--- config.mk ---
export PLATFORM = sky130hd
export DESIGN_NAME = mem_arbiter
export DESIGN_NICKNAME = d
export VERILOG_FILES = /design/src/rtl/PARAMS_pkg.sv /design/src/rtl/mem_arbiter_rr_arb2.sv /design/src/rtl/mem_arbiter.sv
export SDC_FILE = /design/constraint.sdc
export NUM_CORES = 1
export LEC_CHECK = 0
export CAP_MARGIN = 20
export CORE_UTILIZATION = 43
export DETAILED_ROUTE_END_ITERATION = 8
export GPL_TIMING_DRIVEN = 0
export PLACE_DENSITY = 0.92
export SYNTH_ARGS = -nofsm -noshare
export SYNTH_HDL_FRONTEND = slang
export SYNTH_HIERARCHICAL = 1
export SYNTH_SLANG_ARGS = --single-unit
--- constraint.sdc ---
create_clock -name clk -period 7.4 [get_ports clk]
set_input_delay 2.22 -clock clk [delete_from_list [all_inputs] [get_ports clk]]
set_output_delay 2.22 -clock clk [all_outputs]
set_load 0.005 [all_outputs]
--- src/rtl/PARAMS_pkg.sv ---
// Shared widths, default latency and type definitions for the memory arbiter.
package PARAMS_pkg;

  localparam int ADDR_SIZE       = 32;
  localparam int WD_SIZE         = 32;
  localparam int MEM_LATENCY_DEF = 3;

  typedef enum logic [1:0] {
    IDLE,
    WAIT,
    ACCESS,
    RESP
  } mem_arb_state_t;

  typedef enum logic {
    REQ_I = 1'b0,
    REQ_D = 1'b1
  } mem_req_id_t;

endpackage

--- src/rtl/mem_arbiter_rr_arb2.sv ---
// Two-way round-robin selector: bit 0 is the instruction side, bit 1 the data side.
module rr_arb2 (
  input  logic [1:0] i_req,
  input  logic       i_last,
  input  logic       i_enable,
  output logic [1:0] o_grant
);

  // i_last = 1 means the data side was granted most recently.
  always_comb begin
    o_grant = '0;
    if (i_enable) begin
      if (i_req == 2'b11) o_grant = i_last ? 2'b01 : 2'b10;
      else                o_grant = i_req;
    end
  end

endmodule

--- src/rtl/mem_arbiter.sv ---
// Arbitrates instruction and data requests onto a single fixed-latency memory port.
module mem_arbiter
  import PARAMS_pkg::*;
#(
  parameter int MEM_LATENCY = MEM_LATENCY_DEF,
  parameter int CNT_W       = 4
) (
  input  logic                 clk,
  input  logic                 reset_n,
  input  logic                 i_req_valid,
  input  logic [ADDR_SIZE-1:0] i_req_addr,
  output logic                 i_req_ready,
  output logic                 i_rsp_valid,
  input  logic                 d_req_valid,
  input  logic                 d_req_wr,
  input  logic [ADDR_SIZE-1:0] d_req_addr,
  input  logic [WD_SIZE-1:0]   d_req_wdata,
  output logic                 d_req_ready,
  output logic                 d_rsp_valid,
  output logic [WD_SIZE-1:0]   rsp_rdata,
  output logic [ADDR_SIZE-1:0] mem_addr,
  output logic                 mem_rd_wr,
  output logic                 mem_op_en,
  output logic [WD_SIZE-1:0]   mem_wr_data,
  input  logic [WD_SIZE-1:0]   mem_rd_data
);

  mem_arb_state_t       r_state;
  logic [CNT_W-1:0]     r_cnt;
  mem_req_id_t          r_last;
  mem_req_id_t          r_id;
  logic                 r_wr;
  logic [ADDR_SIZE-1:0] r_addr;
  logic [WD_SIZE-1:0]   r_wdata;
  logic [WD_SIZE-1:0]   r_rdata;
  logic [1:0]           w_grant;
  logic                 w_can_grant;

  // Granting is suppressed while reset is asserted so the reset cycle stays quiet.
  assign w_can_grant = (r_state == IDLE) && reset_n;

  rr_arb2 u_rr_arb2 (
    .i_req    ({d_req_valid, i_req_valid}),
    .i_last   (r_last == REQ_D),
    .i_enable (w_can_grant),
    .o_grant  (w_grant)
  );

  assign i_req_ready = w_grant[0];
  assign d_req_ready = w_grant[1];

  always_ff @(posedge clk) begin
    if (!reset_n) begin
      r_state <= IDLE;
      r_cnt   <= '0;
      r_last  <= REQ_D;
      r_id    <= REQ_I;
      r_wr    <= 1'b0;
      r_addr  <= '0;
      r_wdata <= '0;
      r_rdata <= '0;
    end else begin
      case (r_state)
        IDLE: begin
          if (w_grant != 2'b00) begin
            r_id    <= w_grant[1] ? REQ_D : REQ_I;
            r_last  <= w_grant[1] ? REQ_D : REQ_I;
            r_wr    <= w_grant[1] & d_req_wr;
            r_addr  <= w_grant[1] ? d_req_addr : i_req_addr;
            r_wdata <= w_grant[1] ? d_req_wdata : '0;
            r_cnt   <= CNT_W'(MEM_LATENCY - 1);
            r_state <= WAIT;
          end
        end
        WAIT: begin
          if (r_cnt == '0) r_state <= ACCESS;
          else             r_cnt   <= r_cnt - 1'b1;
        end
        ACCESS: begin
          if (!r_wr) r_rdata <= mem_rd_data;
          r_state <= RESP;
        end
        RESP: r_state <= IDLE;
        default: r_state <= IDLE;
      endcase
    end
  end

  assign mem_op_en   = (r_state == ACCESS);
  assign mem_rd_wr   = (r_state == ACCESS) && r_wr;
  assign mem_addr    = r_addr;
  assign mem_wr_data = r_wdata;
  assign i_rsp_valid = (r_state == RESP) && (r_id == REQ_I);
  assign d_rsp_valid = (r_state == RESP) && (r_id == REQ_D);
  assign rsp_rdata   = r_rdata;

endmodule

==> metrics.log, run 1 <==
[metrics] result of the run: complete, no violations
[metrics] required time at the endpoint of the critical path: 5180 ps
[metrics] initial antenna violation count: 0
[metrics] critical path peak fanout: 10
[metrics] main flop type after synthesis: sky130_fd_sc_hd__dfxtp_1
[metrics] Buf+Inv Stages, Crit Path: 3
[metrics] vias in the first global route: 4588
[metrics] area growth from synthesis to final layout: 58.7%
[metrics] I/O pin count: 235
[metrics] CTS tree: done
[metrics] clock root buffer master: sky130_fd_sc_hd__clkbuf_8
[metrics] count of inserted antenna diode cells: 0
[metrics] post-CTS sizing: 0
[metrics] launching element type of the critical path: input port
[metrics] setup bufs post-CTS: 0
[metrics] endpoint class of the critical path: output port
[metrics] power density normalized to cell area: 262 nW/µm²
[metrics] fraction of registers with async set or reset after synthesis: 0%
[metrics] flop2flop setup slack: 4680 ps
[metrics] detailed-routing iteration count for the pre-antenna-repair pass: 4
[metrics] mean instance size in the synthesized netlist: 9.26 µm²
[metrics] final core occ: 70.4%
[metrics] Critical Path Slowest Stage Cell: sky130_fd_sc_hd__clkdlybuf4s50_1
[metrics] placeable core region: 10300 µm²
[metrics] die boundary width: 105 µm
[metrics] post-synthesis instance area: 4580 µm²
[metrics] cts hold-fix bufs: 0
[metrics] count of distinct cell types in the synthesized netlist: 34
[metrics] maximum level of the CTS H-tree: 3
[metrics] longest individual stage delay on the worst path: 660 ps
[metrics] Layout Nets: 877
[metrics] share of final-layout standard cells stronger than drive strength 1: 6.33%
[metrics] instance count of the mapped netlist: 494
[metrics] arrival time worst endpoint: 4250 ps
[metrics] sequential share of the synthesized area: 45.9%
[metrics] Slew Limit Fails: 0
[metrics] MaxCap Viol Count: 0
[metrics] total chip power: 1.90 mW
[metrics] Die H: 105 µm
[metrics] number of remaining DRC errors: 0
[metrics] quantity of I/O buffers inserted on ports: 233
[metrics] number of nets in the synthesized netlist: 633
[metrics] Detailed Place HPWL: 10.6 mm
[metrics] first-pass GRT wire length: 21.2 mm
[metrics] Total Die Area: 11100 µm²
[metrics] share of the clock period used by the worst path after layout: 87.5%
[metrics] final number of hold-violating endpoints: 0
[metrics] peak ir drop on the vdd network: 133 µV
[metrics] remaining max-slew budget at the tightest pin: 54.4%
[metrics] register bit count reported by yosys: 105
[metrics] CP delay by family, top: buffers and inverters
[metrics] initial standard-cell utilization of the core: 44.3%
[metrics] Worst Path Class, Setup: input port to output port
[metrics] Layout Skew: 14.8 ps
[metrics] actual slew at the worst max-slew pin: 685 ps
[metrics] number of DRC markers in iteration 0: 147
[metrics] shortest clock period the worst path allows after layout: 6470 ps
[metrics] Setup-failing EPs final: 0
[metrics] routability congestion estimate: 0.770
[metrics] most used cells in the layout excluding fill and tap cells: sky130_fd_sc_hd__clkdlybuf4s50_1 (233), sky130_fd_sc_hd__nand2_1 (140), sky130_fd_sc_hd__dfxtp_1 (105)
[metrics] cell-by-cell trace of the critical path: buf_2 > clkbuf_1 > and2_1 > nand2_1 > a21oi_1 > clkdlybuf4s50_1
[metrics] global route total overflow: 0
[metrics] Synth warnings: 6
[metrics] commonest non-fill, non-tap cell in the layout: sky130_fd_sc_hd__clkdlybuf4s50_1
[metrics] average via count per standard cell: 5.07
[metrics] TritonCTS buffer count: 9
[metrics] number of cell rows: 37
[metrics] largest net degree at the start of global routing: 19
[metrics] RSZ-0062 raised after global routing: no
[metrics] number of enable flip-flop cells after synthesis: 0
[metrics] vias post-DR: 4455
[metrics] final antenna-violating net count: 0
[metrics] clk sink count: 105
[metrics] maximum clock insertion buffer count: 2
[metrics] kind of path behind the tightest hold check: flip-flop to flip-flop
[metrics] Pleak: 2.88 nW
[metrics] combined global-route utilization of all metal layers: 24.0%
[metrics] fmax: 0.154 GHz
[metrics] accumulated negative setup slack: 0 ps
[metrics] sum of routed wire length over all layers: 13.4 mm
[metrics] final routed wire length divided by cell count: 15.2 µm
[metrics] Worst-Skew Late Latency: 360 ps
[metrics] Clock Pin Slew Worst Setup and Hold Paths: 100 ps
flip-flops by register name, indices dropped and copies added, names as in the netlist:
register / flops
r_state: 2
mem_wr_data: 32
rsp_rdata: 32
r_last: 1
r_id: 1
r_cnt: 4
r_wr: 1
mem_addr: 32
cell families after synthesis:
family,after synthesis,synth area share [%]
AOI/OAI and AO/OA,112,20.3
DFF,105,45.9
adders and majority gates,6,1.64
muxes,34,7.44
buffers and inverters,46,6.59
and+or+nand+nor,191,18.1
layout make-up:
cell class                      count  area [µm²]
Fill cell                         766        3060
Tap cell                          136         170
Sequential cell                   105        2100
Clock buffer                       10         138
Multi-Input combinational cell    343        2170
Buffer                             41         283
Inverter                            5        18.8
Clock inverter                      6        47.5
Timing Repair Buffer              233        2330
where the power goes:
| group | internal (mW) | leakage, nW | switching (mW) |
|---|---|---|---|
| registers | 0.678 | 0.854 | 0.0650 |
| logic | 0.448 | 1.93 | 0.374 |
| clock network | 0.137 | 0.0994 | 0.203 |
| total | 1.26 | 2.88 | 0.642 |
Yosys cell counts, types with 3 or more instances:
library cell	instances	area, µm²
sky130_fd_sc_hd__nand2_1	140	526
sky130_fd_sc_hd__nor2b_1	3	18.8
sky130_fd_sc_hd__mux2i_1	34	340
sky130_fd_sc_hd__and2_1	3	18.8
sky130_fd_sc_hd__dfxtp_1	105	2100
sky130_fd_sc_hd__nand3_1	34	170
sky130_fd_sc_hd__buf_4	4	30.0
sky130_fd_sc_hd__a21boi_0	53	398
sky130_fd_sc_hd__ha_1	6	75.1
sky130_fd_sc_hd__clkbuf_1	15	56.3
sky130_fd_sc_hd__o211a_1	32	320
sky130_fd_sc_hd__inv_1	5	18.8
sky130_fd_sc_hd__a21boi_1	14	105
sky130_fd_sc_hd__buf_2	7	35.0
sky130_fd_sc_hd__buf_6	13	146
metal layers:
layer	wire [µm]	vias to the layer above	global-route usage, %
met5	0	-	0
met4	425	0	11.6
met3	837	34	5.36
met2	7140	168	46.9
met1	4960	2072	23.4
li1	-	2181	-
final timing paths:
check,from,endpoint,depth (start not counted)
setup / recovery,reset_n,i_req_ready,6
setup reg to reg,r_state[0],r_cnt[3],10
hold / removal,rsp_rdata[9],rsp_rdata[9],2
hold reg to reg,rsp_rdata[9],rsp_rdata[9],2
worst min-delay path, stage by stage (launching register included):
cell and delay, ps:
sky130_fd_sc_hd__dfxtp_1 320, sky130_fd_sc_hd__nand2_1 50, sky130_fd_sc_hd__a21boi_0 60
metrics by stage:
step | hold slack, ps | cells | setup WS, ps | cell area [µm²]
floorplan | 447 | 494 | 1860 | 4580
global placement | 438 | 863 | 910 | 7080
detailed placement | 450 | 863 | 886 | 7080
CTS | 466 | 879 | 881 | 7260
global route | 480 | 879 | 746 | 7260
finish | 466 | 879 | 925 | 7260
Note: power is estimated with default switching activity, not from simulation.
==> inputs of run 2 (changes only) <==
--- a/config.mk
+++ b/config.mk
@@ -6,10 +6,11 @@
 export NUM_CORES = 1
 export LEC_CHECK = 0
 export CAP_MARGIN = 20
-export CORE_UTILIZATION = 43
+export CORE_MARGIN = 2
+export CORE_UTILIZATION = 36
 export DETAILED_ROUTE_END_ITERATION = 8
 export GPL_TIMING_DRIVEN = 0
-export PLACE_DENSITY = 0.92
+export PLACE_DENSITY = 0.83
 export SYNTH_ARGS = -nofsm -noshare
 export SYNTH_HDL_FRONTEND = slang
 export SYNTH_HIERARCHICAL = 1
==> constraint.sdc (replaced) <==
create_clock -name clk -period 5.68 [get_ports clk]
set_input_delay 1.704 -clock clk [delete_from_list [all_inputs] [get_ports clk]]
set_output_delay 1.704 -clock clk [all_outputs]
set_load 0.005 [all_outputs]
==> metrics.log, run 2 (synthesis results as in run 1) <==
[metrics] Slew Limit Fails: 0 (unchanged)
[metrics] detailed-routing iteration count for the pre-antenna-repair pass: 4 (unchanged)
[metrics] maximum level of the CTS H-tree: 3 (unchanged)
[metrics] combined global-route utilization of all metal layers: 19.8% (-4.2 points)
[metrics] Sw Share: 31.4% (-2.3 points)
[metrics] initial antenna violation count: 0 (unchanged)
[metrics] result of the run: complete, no violations
[metrics] TritonCTS buffer count: 9 (unchanged)
[metrics] Layout Skew: 11.8 ps (-2.93 ps)
[metrics] final routed wire length divided by cell count: 14.9 µm (-2.2%)
[metrics] Combinational Power Share: 40.7% (-2.5 points)
[metrics] commonest non-fill, non-tap cell in the layout: sky130_fd_sc_hd__clkdlybuf4s50_1
[metrics] share of power burned in registers: 36.8% (-2.2 points)
[metrics] launching element type of the critical path: input port
[metrics] MaxCap Viol Count: 0 (unchanged)
[metrics] CTS tree: done
[metrics] actual slew at the worst max-slew pin: 499 ps (-186 ps)
[metrics] Pleak: 2.92 nW (+1.4%)
[metrics] Total Die Area: 13600 µm² (+23%)
[metrics] Worst Path Class, Setup: input port to output port
[metrics] vias in the first global route: 4430 (-3.4%)
[metrics] final antenna-violating net count: 0 (unchanged)
[metrics] Die H: 117 µm (+11%)
[metrics] number of DRC markers in iteration 0: 148 (+0.68%)
[metrics] largest net degree at the start of global routing: 16 (-3)
[metrics] clk sink count: 105 (unchanged)
[metrics] first-pass GRT wire length: 21.1 mm (-0.17%)
[metrics] Critical Path Start: reset_n
[metrics] required time at the endpoint of the critical path: 3980 ps (-1200 ps)
[metrics] Worst-Skew Late Latency: 340 ps (-20 ps)
[metrics] capture point of the critical path: i_req_ready
[metrics] flop2flop setup slack: 2980 ps (-1700 ps)
[metrics] Reg2Reg Launch Point: r_state[0]
[metrics] power density normalized to cell area: 355 nW/µm² (+36%)
[metrics] minimum setup slack in the final design: 392 ps (-533 ps)
[metrics] RSZ-0062 raised after global routing: no
[metrics] Detailed Place HPWL: 10.7 mm (+0.77%)
[metrics] share of final-layout standard cells stronger than drive strength 1: 6.06% (-0.26 points)
[metrics] I/O pin count: 235 (unchanged)
[metrics] routability congestion estimate: 0.811 (+5.3%)
[metrics] switching pwr: 0.826 mW (+29%)
[metrics] number of remaining DRC errors: 0 (unchanged)
[metrics] Layout Nets: 877 (unchanged)
[metrics] internal cell power: 1.81 mW (+43%)
[metrics] vias post-DR: 4389 (-1.5%)
[metrics] final number of hold-violating endpoints: 0 (unchanged)
[metrics] arrival time worst endpoint: 3580 ps (-670 ps)
[metrics] most used cells in the layout excluding fill and tap cells: sky130_fd_sc_hd__clkdlybuf4s50_1 (233), sky130_fd_sc_hd__nand2_1 (140), sky130_fd_sc_hd__dfxtp_1 (105)
[metrics] Worst Reg2Reg Path Length in Cells: 13 (+3)
[metrics] global route total overflow: 0 (unchanged)
[metrics] kind of path behind the tightest hold check: flip-flop to flip-flop
[metrics] peak ir drop on the vdd network: 183 µV (+38%)
[metrics] minimum hold slack: 453 ps (-12.9 ps)
[metrics] share of the clock period used by the worst path after layout: 93.1%
[metrics] Setup-failing EPs final: 0 (unchanged)
[metrics] sum of routed wire length over all layers: 13.6 mm (+1.7%)
[metrics] setup bufs post-CTS: 0 (unchanged)
[metrics] worst-case setup slack after placement: 113 ps (-773 ps)
[metrics] area growth from synthesis to final layout: 61.8%
[metrics] endpoint class of the critical path: output port
[metrics] cts hold-fix bufs: 0 (unchanged)
[metrics] initial standard-cell utilization of the core: 36.6% (-7.8 points)
[metrics] critical path peak fanout: 10 (unchanged)
[metrics] reg-to-reg critical path endpoint: mem_addr[0]
[metrics] accumulated negative setup slack: 0 ps (unchanged)
[metrics] average via count per standard cell: 4.80 (-5.3%)
[metrics] count of inserted antenna diode cells: 0 (unchanged)
[metrics] clock power share: 22.5% (+4.7 points)
[metrics] die boundary width: 117 µm (+11%)
[metrics] maximum clock insertion buffer count: 2 (unchanged)
[metrics] placeable core region: 12500 µm² (+21%)
[metrics] number of cell rows: 41 (+11%)
[metrics] Clock Pin Slew Worst Setup and Hold Paths: 60 ps (-40 ps)
[metrics] remaining max-slew budget at the tightest pin: 66.7% (+12 points)
[metrics] clock root buffer master: sky130_fd_sc_hd__clkbuf_16
[metrics] shortest clock period the worst path allows after layout: 5290 ps
[metrics] fmax: 0.189 GHz
[metrics] quantity of I/O buffers inserted on ports: 233 (unchanged)
## run 2: cell count changes in the layout (fill, tap and decap cells not counted)
cell / change
sky130_fd_sc_hd__clkinv_2: +1
sky130_fd_sc_hd__clkbuf_1: +2
sky130_fd_sc_hd__bufinv_16: +1
sky130_fd_sc_hd__clkbuf_8: -10
sky130_fd_sc_hd__a21oi_2: +1
sky130_fd_sc_hd__a21oi_1: -1
sky130_fd_sc_hd__clkbuf_16: +9
sky130_fd_sc_hd__inv_8: -1
sky130_fd_sc_hd__inv_6: -3
## run 2: how the worst min path moves through the flow
| stage | from | end | slack [ps] | cells after the start |
|---|---|---|---|---|
| finish | rsp_rdata[7] | rsp_rdata[7] | 450 | 2 |
| global route | rsp_rdata[2] | rsp_rdata[2] | 480 | 2 |
| CTS | rsp_rdata[7] | rsp_rdata[7] | 450 | 2 |
| detailed placement | mem_wr_data[26] | mem_wr_data[26] | 450 | 2 |
| global placement | mem_wr_data[26] | mem_wr_data[26] | 440 | 2 |
| floorplan | mem_wr_data[26] | mem_wr_data[26] | 450 | 2 |
## run 2: area by class of cell
cell class	instances	area, µm²
Multi-Input combinational cell	343	2180
Clock inverter	4	45.0
Inverter	5	18.8
Tap cell	172	215
Sequential cell	105	2100
Clock buffer	11	233
Buffer	41	283
Fill cell	1109	5110
Timing Repair Buffer	233	2330
## run 2: critical path, cell delays in order
cell                              delay [ps]
sky130_fd_sc_hd__buf_2                   250
sky130_fd_sc_hd__clkbuf_1                410
sky130_fd_sc_hd__and2_1                  210
sky130_fd_sc_hd__nand2_1                  70
sky130_fd_sc_hd__a21oi_2                 330
sky130_fd_sc_hd__clkdlybuf4s50_1         620
## run 2: timing repair
item / CTS / global route
endpoints found under the setup margin: 0 / 1
endpoints found under the hold margin: 0 / 0
gates resized for setup: 0 / 1
## run 2: layer usage
metal,GRT usage [%],vias to the layer above,wire (µm)
li1,-,2178,-
met1,21.0,2009,5170
met2,36.6,180,6900
met3,6.80,22,1290
met4,6.27,0,238
met5,0,-,0
## run 2: stage by stage
stage	cells	power (mW)	area [µm²]	util (%)
CTS	914	2.66	7400	59.1
detailed placement	899	2.06	7120	56.9
global route	914	2.80	7400	59.2
global placement	899	2.02	7120	56.9
floorplan	494	1.54	4580	-
finish	914	2.63	7400	59.2
## run 2: power groups by stage
stage	combinational (mW)	sequential, mW	clock [mW]
5_1_grt	1.18	0.984	0.643
3_5_place_dp	1.08	0.983	0
6_report	1.07	0.969	0.592
2_1_floorplan	0.550	0.986	0
3_3_place_gp	1.04	0.973	0
4_1_cts	1.08	0.967	0.610
==> inputs of run 3 (changes only) <==
--- a/config.mk
+++ b/config.mk
@@ -7,10 +7,10 @@
 export LEC_CHECK = 0
 export CAP_MARGIN = 20
 export CORE_MARGIN = 2
-export CORE_UTILIZATION = 36
+export CORE_UTILIZATION = 43
 export DETAILED_ROUTE_END_ITERATION = 8
 export GPL_TIMING_DRIVEN = 0
-export PLACE_DENSITY = 0.83
+export PLACE_DENSITY = 0.92
 export SYNTH_ARGS = -nofsm -noshare
 export SYNTH_HDL_FRONTEND = slang
 export SYNTH_HIERARCHICAL = 1
==> constraint.sdc (replaced) <==
create_clock -name clk -period 6.1 [get_ports clk]
set_input_delay 1.83 -clock clk [delete_from_list [all_inputs] [get_ports clk]]
set_output_delay 1.83 -clock clk [all_outputs]
set_load 0.005 [all_outputs]
==> metrics.log, run 3 (synthesis results as in run 1) <==
[metrics] result of the run: complete, no violations
[metrics] sum of routed wire length over all layers: 13.3 mm (-2.2%)
[metrics] die boundary width: 107 µm (-8.2%)
[metrics] remaining max-slew budget at the tightest pin: 56.1% (-11 points)
[metrics] final standard cell area without fillers: 7280 µm² (-1.7%)
[metrics] Clock Pin Slew Worst Setup and Hold Paths: 100 ps (+40 ps)
[metrics] share of final-layout standard cells stronger than drive strength 1: 6.33% (+0.26 points)
[metrics] Setup-failing EPs final: 0 (unchanged)
[metrics] global route total overflow: 0 (unchanged)
[metrics] Buf+Inv Stages, Crit Path: 3 (unchanged)
[metrics] final antenna-violating net count: 0 (unchanged)
[metrics] number of DRC markers in iteration 0: 232 (+57%)
[metrics] cell-by-cell trace of the critical path: buf_2 > clkbuf_1 > and2_1 > nand2_1 > a21oi_1 > clkdlybuf4s50_1
[metrics] average via count per standard cell: 5.01 (+4.4%)
[metrics] most used cells in the layout excluding fill and tap cells: sky130_fd_sc_hd__clkdlybuf4s50_1 (233), sky130_fd_sc_hd__nand2_1 (140), sky130_fd_sc_hd__dfxtp_1 (105)
[metrics] Worst-Skew Late Latency: 370 ps (+30 ps)
[metrics] Total Die Area: 11500 µm² (-16%)
[metrics] arrival time worst endpoint: 3900 ps (+320 ps)
[metrics] shortest clock period the worst path allows after layout: 5730 ps
[metrics] CP delay by family, top: buffers and inverters
[metrics] placeable core region: 10300 µm² (-18%)
[metrics] peak ir drop on the vdd network: 177 µV (-3.4%)
[metrics] post-CTS sizing: 0 (unchanged)
[metrics] Worst Hold Launch: rsp_rdata[21]
[metrics] vias post-DR: 4407 (+0.41%)
[metrics] routability congestion estimate: 0.800 (-1.4%)
[metrics] clk sink count: 105 (unchanged)
[metrics] Reg2Reg Launch Point: r_state[0]
[metrics] commonest non-fill, non-tap cell in the layout: sky130_fd_sc_hd__clkdlybuf4s50_1
[metrics] launching element type of the critical path: input port
[metrics] longest individual stage delay on the worst path: 660 ps (+40 ps)
[metrics] minimum hold slack: 461 ps (+8.27 ps)
[metrics] count of inserted antenna diode cells: 0 (unchanged)
[metrics] RSZ-0062 raised after global routing: no
[metrics] number of remaining DRC errors: 0 (unchanged)
[metrics] critical path peak fanout: 10 (unchanged)
[metrics] Layout Nets: 877 (unchanged)
[metrics] required time at the endpoint of the critical path: 4270 ps (+290 ps)
[metrics] setup bufs post-CTS: 0 (unchanged)
[metrics] Critical Path Slowest Stage Cell: sky130_fd_sc_hd__clkdlybuf4s50_1
[metrics] maximum clock insertion buffer count: 2 (unchanged)
[metrics] endpoint class of the critical path: output port
[metrics] filler instances: 770 (-31%)
[metrics] quantity of I/O buffers inserted on ports: 233 (unchanged)
[metrics] power density normalized to cell area: 321 nW/µm² (-9.6%)
[metrics] final routed wire length divided by cell count: 15.1 µm (+1.7%)
[metrics] TritonCTS buffer count: 9 (unchanged)
[metrics] kind of path behind the tightest hold check: flip-flop to flip-flop
[metrics] actual slew at the worst max-slew pin: 658 ps (+159 ps)
[metrics] maximum level of the CTS H-tree: 3 (unchanged)
[metrics] final number of hold-violating endpoints: 0 (unchanged)
[metrics] combined global-route utilization of all metal layers: 22.5% (+2.7 points)
[metrics] vias in the first global route: 4450 (+0.45%)
[metrics] area growth from synthesis to final layout: 59.1%
[metrics] share of the clock period used by the worst path after layout: 93.9%
[metrics] cts hold-fix bufs: 0 (unchanged)
[metrics] Pleak: 2.88 nW (-1.3%)
[metrics] Layout Skew: 13.5 ps (+1.71 ps)
[metrics] largest net degree at the start of global routing: 19 (+3)
[metrics] Die H: 107 µm (-8.2%)
[metrics] MaxCap Viol Count: 0 (unchanged)
[metrics] placed instance area: 7080 µm² (-0.63%)
[metrics] CTS tree: done
[metrics] initial standard-cell utilization of the core: 44.3% (+7.8 points)
[metrics] Slew Limit Fails: 0 (unchanged)
[metrics] Worst Path Class, Setup: input port to output port
[metrics] Critical Path Start: reset_n
[metrics] initial antenna violation count: 0 (unchanged)
[metrics] combined area of the multi-input logic cells: 2170 µm² (-0.17%)
[metrics] I/O pin count: 235 (unchanged)
[metrics] storage element area: 2100 µm² (unchanged)
[metrics] clock root buffer master: sky130_fd_sc_hd__clkbuf_8
[metrics] detailed-routing iteration count for the pre-antenna-repair pass: 4 (unchanged)
[metrics] first-pass GRT wire length: 20.6 mm (-2.5%)
[metrics] fmax: 0.175 GHz
[metrics] number of cell rows: 37 (-9.8%)
[metrics] flop2flop setup slack: 3360 ps (+380 ps)
[metrics] accumulated negative setup slack: 0 ps (unchanged)
[metrics] Detailed Place HPWL: 10.4 mm (-2.8%)
## run 3: changes by cell type in the layout (fill, tap and decap cells not counted), moves of 2 or more
cell / delta
sky130_fd_sc_hd__clkbuf_8: +9
sky130_fd_sc_hd__inv_6: +2
sky130_fd_sc_hd__clkinv_2: -2
sky130_fd_sc_hd__clkinv_4: +2
sky130_fd_sc_hd__clkbuf_16: -9
sky130_fd_sc_hd__clkbuf_1: -2
## run 3: area by class of cell
class,instances,share of cell area [%]
timing repair buffer,233,32.0
multi-input combinational,343,29.8
sequential,105,28.9
buffer,41,3.88
tap,136,2.34
clock buffer,9,1.70
clock inverter,7,1.07
inverter,5,0.258
## run 3: power by group
group,internal [mW],switching [mW]
combinational,0.543,0.452
sequential,0.823,0.0802
clock,0.194,0.247
## run 3: layer usage
metal	up-vias	wire (µm)	GRT usage, %
met5	-	0	0
met1	2021	4990	24.6
li1	2179	-	-
met2	184	6950	41.5
met4	0	282	8.35
met3	23	1080	5.59
## run 3: stage by stage
stage / total power [mW] / util, % / cells / worst slack [ps]
detailed placement: 1.91 / 68.6 / 863 / 361
CTS: 2.35 / 70.5 / 879 / 382
global route: 2.48 / 70.5 / 879 / 223
finish: 2.34 / 70.5 / 879 / 370
floorplan: 1.43 / - / 494 / 1340
global placement: 1.87 / 68.6 / 863 / 396
## run 3: path summary, 6_finish.rpt
| path | endpoint | cells past startpoint |
|---|---|---|
| worst max-delay path | i_req_ready | 6 |
| worst min-delay path | rsp_rdata[21] | 2 |
| worst max register to register | mem_addr[28] | 12 |
| worst min register to register | rsp_rdata[21] | 2 |
## run 3: worst min-delay path: cells and delay by family, from the launching register on
kind	cells	cell delay [ps]
flops	1	320
simple gates	1	50
compound gates	1	50
